### src/rtl/pfpu_fcmp.sv
// pfpu_fcmp: IEEE-754 single-precision compare / min / max unit.
// Compare modes return TRUE_VAL or zero, MIN/MAX return an operand bit-exact.
// The result passes through a LATENCY-deep valid-qualified pipeline.
module pfpu_fcmp #(
  parameter int unsigned LATENCY  = 1,
  parameter logic [31:0] TRUE_VAL = 32'h3f800000
) (
  input  logic        sys_clk,
  input  logic        alu_rst_n,
  input  logic [31:0] a,
  input  logic [31:0] b,
  input  logic [2:0]  mode,
  input  logic        valid_i,
  output logic [31:0] r,
  output logic        valid_o,
  output logic        unord_o,
  output logic        busy
);

  typedef enum logic [2:0] {
    MODE_GT  = 3'b000,
    MODE_EQ  = 3'b001,
    MODE_GE  = 3'b010,
    MODE_MIN = 3'b011,
    MODE_MAX = 3'b100
  } mode_e;

  localparam logic [31:0] QNAN     = 32'h7fc00000;
  localparam logic [31:0] POS_ZERO = 32'h00000000;
  localparam logic [31:0] NEG_ZERO = 32'h80000000;

  logic        a_nan, b_nan, any_nan, both_zero;
  logic        mag_lt, mag_gt;
  logic        a_lt_b, a_gt_b, a_eq_b;
  logic [31:0] min_val, max_val;
  logic [31:0] res_d;
  logic        unord_d;

  assign a_nan     = (&a[30:23]) && (|a[22:0]);
  assign b_nan     = (&b[30:23]) && (|b[22:0]);
  assign any_nan   = a_nan || b_nan;
  assign both_zero = ~(|a[30:0]) && ~(|b[30:0]);
  assign mag_lt    = a[30:0] < b[30:0];
  assign mag_gt    = a[30:0] > b[30:0];

  // Sign-magnitude ordering of two non-NaN values; +0 and -0 are equal.
  always_comb begin
    a_lt_b = 1'b0;
    a_gt_b = 1'b0;
    if (both_zero) begin
      a_lt_b = 1'b0;
      a_gt_b = 1'b0;
    end else if (a[31] != b[31]) begin
      a_lt_b = a[31];
      a_gt_b = b[31];
    end else if (!a[31]) begin
      a_lt_b = mag_lt;
      a_gt_b = mag_gt;
    end else begin
      a_lt_b = mag_gt;
      a_gt_b = mag_lt;
    end
  end

  assign a_eq_b = !a_lt_b && !a_gt_b;

  // MIN/MAX selection including NaN passthrough and signed-zero handling.
  always_comb begin
    min_val = a;
    max_val = a;
    if (a_nan && b_nan) begin
      min_val = QNAN;
      max_val = QNAN;
    end else if (a_nan) begin
      min_val = b;
      max_val = b;
    end else if (b_nan) begin
      min_val = a;
      max_val = a;
    end else if (both_zero) begin
      min_val = (a[31] || b[31]) ? NEG_ZERO : POS_ZERO;
      max_val = (a[31] && b[31]) ? NEG_ZERO : POS_ZERO;
    end else begin
      min_val = a_gt_b ? b : a;
      max_val = a_lt_b ? b : a;
    end
  end

  // Mode decode into the stage-1 result and unordered flag.
  always_comb begin
    res_d   = '0;
    unord_d = 1'b0;
    case (mode_e'(mode))
      MODE_GT: begin
        res_d   = (!any_nan && a_gt_b) ? TRUE_VAL : '0;
        unord_d = any_nan;
      end
      MODE_EQ: begin
        res_d   = (!any_nan && a_eq_b) ? TRUE_VAL : '0;
        unord_d = any_nan;
      end
      MODE_GE: begin
        res_d   = (!any_nan && !a_lt_b) ? TRUE_VAL : '0;
        unord_d = any_nan;
      end
      MODE_MIN: begin
        res_d   = min_val;
        unord_d = any_nan;
      end
      MODE_MAX: begin
        res_d   = max_val;
        unord_d = any_nan;
      end
      default: begin
        res_d   = '0;
        unord_d = 1'b0;
      end
    endcase
  end

  logic        v_q [LATENCY];
  logic [31:0] d_q [LATENCY];
  logic        u_q [LATENCY];

  // Valid-qualified delay line; data stages only load behind a valid stage.
  always_ff @(posedge sys_clk or negedge alu_rst_n) begin
    if (!alu_rst_n) begin
      for (int unsigned i = 0; i < LATENCY; i++) begin
        v_q[i] <= 1'b0;
        d_q[i] <= '0;
        u_q[i] <= 1'b0;
      end
    end else begin
      v_q[0] <= valid_i;
      if (valid_i) begin
        d_q[0] <= res_d;
        u_q[0] <= unord_d;
      end
      for (int unsigned i = 1; i < LATENCY; i++) begin
        v_q[i] <= v_q[i-1];
        if (v_q[i-1]) begin
          d_q[i] <= d_q[i-1];
          u_q[i] <= u_q[i-1];
        end
      end
    end
  end

  // Busy whenever any stage, including the output stage, holds an operation.
  always_comb begin
    busy = 1'b0;
    for (int unsigned i = 0; i < LATENCY; i++) begin
      busy = busy | v_q[i];
    end
  end

  assign valid_o = v_q[LATENCY-1];
  assign r       = d_q[LATENCY-1];
  assign unord_o = u_q[LATENCY-1];

endmodule

### config.mk
export PLATFORM = sky130hd
export DESIGN_NAME = pfpu_fcmp
export DESIGN_NICKNAME = d
export VERILOG_FILES = /design/src/rtl/pfpu_fcmp.sv
export SDC_FILE = /design/constraint.sdc
export NUM_CORES = 1
export LEC_CHECK = 0
export CAP_MARGIN = 30
export CORE_MARGIN = 2
export CORE_UTILIZATION = 40
export CTS_CLUSTER_DIAMETER = 200
export DETAILED_ROUTE_END_ITERATION = 6
export PLACE_DENSITY_LB_ADDON = 0.15
export SETUP_SLACK_MARGIN = 0.05
export SYNTH_ARGS = -nofsm -noshare
export SYNTH_HDL_FRONTEND = slang
export SYNTH_SLANG_ARGS = --single-unit
### constraint.sdc
create_clock -name sys_clk -period 1.06 [get_ports sys_clk]
set_input_delay 0.318 -clock sys_clk [delete_from_list [all_inputs] [get_ports sys_clk]]
set_output_delay 0.318 -clock sys_clk [all_outputs]
set_load 0.02 [all_outputs]
==> flow_summary_export.csv, run 1 <==
group,metric,value,unit
clock_tree,root_buffer,"clkbuf_8",
logic_synthesis,synth_top_family_by_area,"compound AO/OA/AOI/OAI gates",
die,die_y,98.3,um
logic_synthesis,yosysTopAreaCell,"dfrtp_1",
logic_synthesis,synth_simple_gate_area_share,0.267,
status,stop_stage,"global routing",
logic_synthesis,synth_fp_nets,560,
logic_synthesis,synthTopCellsByArea,"dfrtp_1 (24%), ha_1 (12%), a21oi_1 (5.5%), a31oi_1 (4.4%), nand2_1 (4.3%)",
sta,worst_endpoint,"r[19]$_DFFE_PN0P_/D",
placed_design,io_buffers,104,
logic_synthesis,synth_warnings,0,
logic_synthesis,synth_adder_area_share,0.116,
clock_tree,clock_sinks,34,
clock_tree,h-tree-depth,2,
placed_design,pre_cts_ws,-2.64,ns
die,die_x,98.3,um
logic_synthesis,synth_area,3550,sq um
logic_synthesis,syn_inst,457,
logic_synthesis,synth_compound_area_frac,0.300,
logic_synthesis,synth_edf_count,0,
die,ios,105,
logic_synthesis,synth.top_cell.area_share,0.239,
logic_synthesis,ys_ff_latch,34,
die,rows,34,
logic_synthesis,synth-seq-area-share,0.239,
die,initial_core_util,0.409,
logic_synthesis,synthArstFlopShare,1.00,
status,tool.error,"[ERROR GRT-0232] Routing congestion too high. Check the congestion heatmap in the GUI.",
global_route,antenna_found_initial,5,
placed_design,place_congestion,0.910,
status,run_status,"stopped before the end",
logic_synthesis,synth_xor_xnor_area_share,0,
global_route,grt_max_degree,35,
clock_tree,cts_made_buffers,5,
sta,worst-ep-kind,"sequential cell input",
placed_design,dpl_cell_area,6110,sq um
placed_design,post-dp-hpwl,12.0,mm
logic_synthesis,ys.flop_type,"dfrtp_1",
global_route,grt_overflow,30,
logic_synthesis,synth_cell_types,56,
global_route,grt_usage,0.711,
logic_synthesis,avgSynthCellArea,7.78,sq um
clock_tree,clock_path_buffers,2,
logic_synthesis,yosys-mux-area-fraction,0,
[cells by family after synthesis]
family | count (synthesis)
buf+inv | 61
fa+ha+maj | 33
compound gates | 152
flops | 34
simple gates | 177
[Yosys cell counts (all sizes together), types with 2 or more instances]
library cell,count
dfrtp,34
nor4,17
and2,5
nand4,14
o31ai,3
or3,22
ha,33
nor2b,18
a22o,4
o21a,3
a221o,4
nand2,41
nand3b,2
a21oi,40
a2111oi,17
nor2,18
a32o,5
o21ai,19
nand3,6
buf,9
nor3,23
or2,2
clkbuf,14
or4,2
inv,37
a221oi,4
o211ai,8
o221ai,3
and3,2
o2bb2ai,5
a31oi,25
a22oi,6
[metal layers]
layer	overflow	GRT usage
met5	0	0.0872
met4	14	0.685
met3	0	0.540
met2	16	0.899
met1	0	0.722
[what timing repair did]
action	CTS
resized for setup	626
gates cloned	6
pin swaps	108
hold buffers	1
setup endpoints to repair	68
hold endpoints to repair	23
buffers inserted	57
[metrics by stage]
| step | hold WS (ns) | utilization | instances |
|---|---|---|---|
| floorplan | 0.0224 | - | 457 |
| global placement | 0.296 | 0.704 | 816 |
| detailed placement | 0.306 | 0.704 | 816 |
| CTS | 0.420 | 0.889 | 885 |
==> run 2, diff against run 1 <==
Settings changed: CORE_UTILIZATION 40 to 25, CTS_CLUSTER_DIAMETER 200 to default, SETUP_SLACK_MARGIN 0.05 to default.
Clock period 1.06 ns to 1.38 ns, I/O delays scaled along.
==> run 2 against run 1 <==
  * The flow now finishes, with violations (setup timing)
  * Synthesized cell count unchanged
  * Area after synthesis did not move
==> flow_summary_export.csv, run 2 <==
group,metric,value,unit
global_route,grt_max_degree,35,
final_layout,antenna_cells,0,
setup_path,critical_path_class,"primary input to register",
global_route,grt_pass1_wl,29.6,mm
setup_path,required,1.55,ns
sta,drv_slew,0,
final_layout,area_delta_synth_final,125,%
route,drc,0,
sta,period_share,2.15,
final_layout,fin_nets,876,
die,die_x,123,um
clock_tree,clock_path_buffers,2,
final_layout,fin_area,8000,sq um
global_route,grt_pass1_vias,5429,
logic_synthesis,syn_inst,457,
logic_synthesis,synth_area,3550,sq um
sta,finalHoldViolCount,0,
logic_synthesis,synth_edf_count,0,
logic_synthesis,synthArstFlopShare,1.00,
clock_tree,root_buffer,"clkbuf_16",
setup_path,critPathLaunchType,"primary input",
sta,fin_crit,2.96,ns
sta,fmax,337,MHz
setup_path,arrival,3.14,ns
logic_synthesis,synth_fp_nets,560,
logic_synthesis,yosysMostFrequentCell,"nand2_1",
logic_synthesis,synth.top_cells.by_count,"nand2_1 (41), a21oi_1 (39), inv_1 (37), dfrtp_1 (34), ha_1 (33)",
final_layout,largest_reg_flops,32,
logic_synthesis,avgSynthCellArea,7.78,sq um
route,firstDrtPassIters,4,
final_layout,mostFrequentLayoutCell,"buf_4",
logic_synthesis,synth.top_cell.area_share,0.239,
sta,setup_slack,-1.58,ns
route,wl_per_cell,20.3,um
die,die_y,123,um
clock_tree,clock_sinks,34,
power,ir_drop,0.619,mV
logic_synthesis,yosysTopAreaCell,"dfrtp_1",
route,wl,19.4,mm
clock_tree,cts_tree,"yes",
placed_design,io_buffers,104,
logic_synthesis,ys_ff_latch,34,
setup_path,path_max_fanout,7,
final_layout,drive_gt1_frac,0.628,
logic_synthesis,synth-seq-area-share,0.239,
final_layout,final_core_util,0.576,
placed_design,place_congestion,0.919,
sta,relSlewSlack,0.665,
logic_synthesis,synthTopCellsByArea,"dfrtp_1 (24%), ha_1 (12%), a21oi_1 (5.5%), a31oi_1 (4.4%), nand2_1 (4.3%)",
global_route,grt_overflow,0,
logic_synthesis,ys.flop_type,"dfrtp_1",
min_path,hold_class,"primary input to asynchronous set/reset pin",
clock_tree,h-tree-depth,2,
placed_design,dpl_cell_area,6130,sq um
die,die-area,15200,sq um
placed_design,post-dp-hpwl,12.9,mm
clock_tree,path_clk_slew,0.07,ns
sta,rsz0062_at_grt,"true",
clock_tree,clock_latency,0.29,ns
die,initial_core_util,0.256,
logic_synthesis,synth_warnings,0,
route,drt_iter0_drc,309,
global_route,grt_usage,0.257,
power,power_leakage,3.37,nW
job,cap_viol_max_count,0,
route,viasPerCell,5.47,
die,rows,43,
setup_path,end_kind,"register",
clock_tree,cts_made_buffers,5,
die,core_area,13900,sq um
status,run_status,"complete, but fails checks",
sta,worst_slew_pin_slew,0.501,ns
die,ios,105,
power,power_density,612,nW/um^2
route,drtAntennaViolNets,0,
global_route,antenna_found_initial,0,
status,violations,"setup timing",
route,num_vias,5217,
logic_synthesis,synth_cell_types,56,
sta,clock_skew,0,ns
final_layout,layout_common_cells,"buf_4 (179), buf_6 (51), nand2_1 (36)",
sta,setup_viol_count_final,33,
==> run 2: cell counts after synthesis <==
No cell type changed its count.
==> run 2: per-layer routing <==
| metal | share of wire | global-route usage |
|---|---|---|
| met2 | 0.49 | 0.433 |
| met4 | 0.025 | 0.0838 |
| met1 | 0.44 | 0.341 |
| met3 | 0.044 | 0.0327 |
| met5 | 0 | 0 |
==> run 2: kinds of logic after synthesis <==
family,count (synthesis),synth area share
AND/OR/NAND/NOR,177,0.267
flip-flops,34,0.239
buffers and inverters,61,0.0768
adder cells (fa/ha/maj),33,0.116
AO/OA/AOI/OAI,152,0.300
==> run 2: path summary, 6_finish.rpt <==
kind	startpoint	endpoint	slack (ns)	depth (start not counted)
max in group asynchronous	alu_rst_n	busy$_DFF_PN0_	1.09	2
worst max register to register	r[7]$_DFFE_PN0P_	r[7]$_DFFE_PN0P_	0.04	4
worst max-delay path	b[18]	r[21]$_DFFE_PN0P_	-1.58	13
worst min-delay path	alu_rst_n	r[13]$_DFFE_PN0P_	0.08	2
min in group sys_clk	b[26]	r[26]$_DFFE_PN0P_	0.41	3
worst min register to register	r[5]$_DFFE_PN0P_	r[5]$_DFFE_PN0P_	0.48	2
==> run 2: repair_timing <==
action                     in CTS  in global routing
gates resized for setup       516                102
buffers inserted               60                  9
pin swaps                      66                 56
setup endpoints to repair      68                 49
gates cloned                    8                  0
hold buffers                    0                  0
==> run 2: critical path: stages <==
cell and delay [ns]:
buf_8 0.08, inv_6 0.03, ha_4 0.26, nand4_1 0.20, buf_4 0.20, or4_4 0.43, a21oi_4 0.17, o21ai_2 0.07
or3_1 0.34, a32o_2 0.36, buf_12 0.18, a2111oi_4 0.30, nor3_2 0.08
==> run 2: layout make-up <==
cell class | count | area (sq um)
multi-input combinational | 364 | 3720
inverter | 38 | 174
clock buffer | 5 | 125
timing repair buffer | 330 | 2840
tap | 180 | 225
fill | 1217 | 5880
clock inverter | 3 | 68.8
sequential | 34 | 851
==> run 2: report_power, final <==
group          total (mW)  internal (mW)  switching [mW]
Combinational        2.25           1.16            1.08
Sequential           1.09           1.05          0.0370
Clock                1.56           1.04           0.523
==> run 2: stage by stage <==
step	cells	power, mW	hold slack, ns	TNS, ns	worst slack, ns
2_1_floorplan	457	1.75	0.118	-46.52	-1.55
3_3_place_gp	879	2.70	0.404	-72.32	-2.34
3_5_place_dp	879	2.73	0.410	-73.27	-2.40
4_1_cts	954	4.79	0.0938	-46.84	-1.57
5_1_grt	954	5.08	0.0997	-49.41	-1.63
6_report	954	4.90	0.0837	-47.29	-1.58
Power figures use the tool's default switching activity.
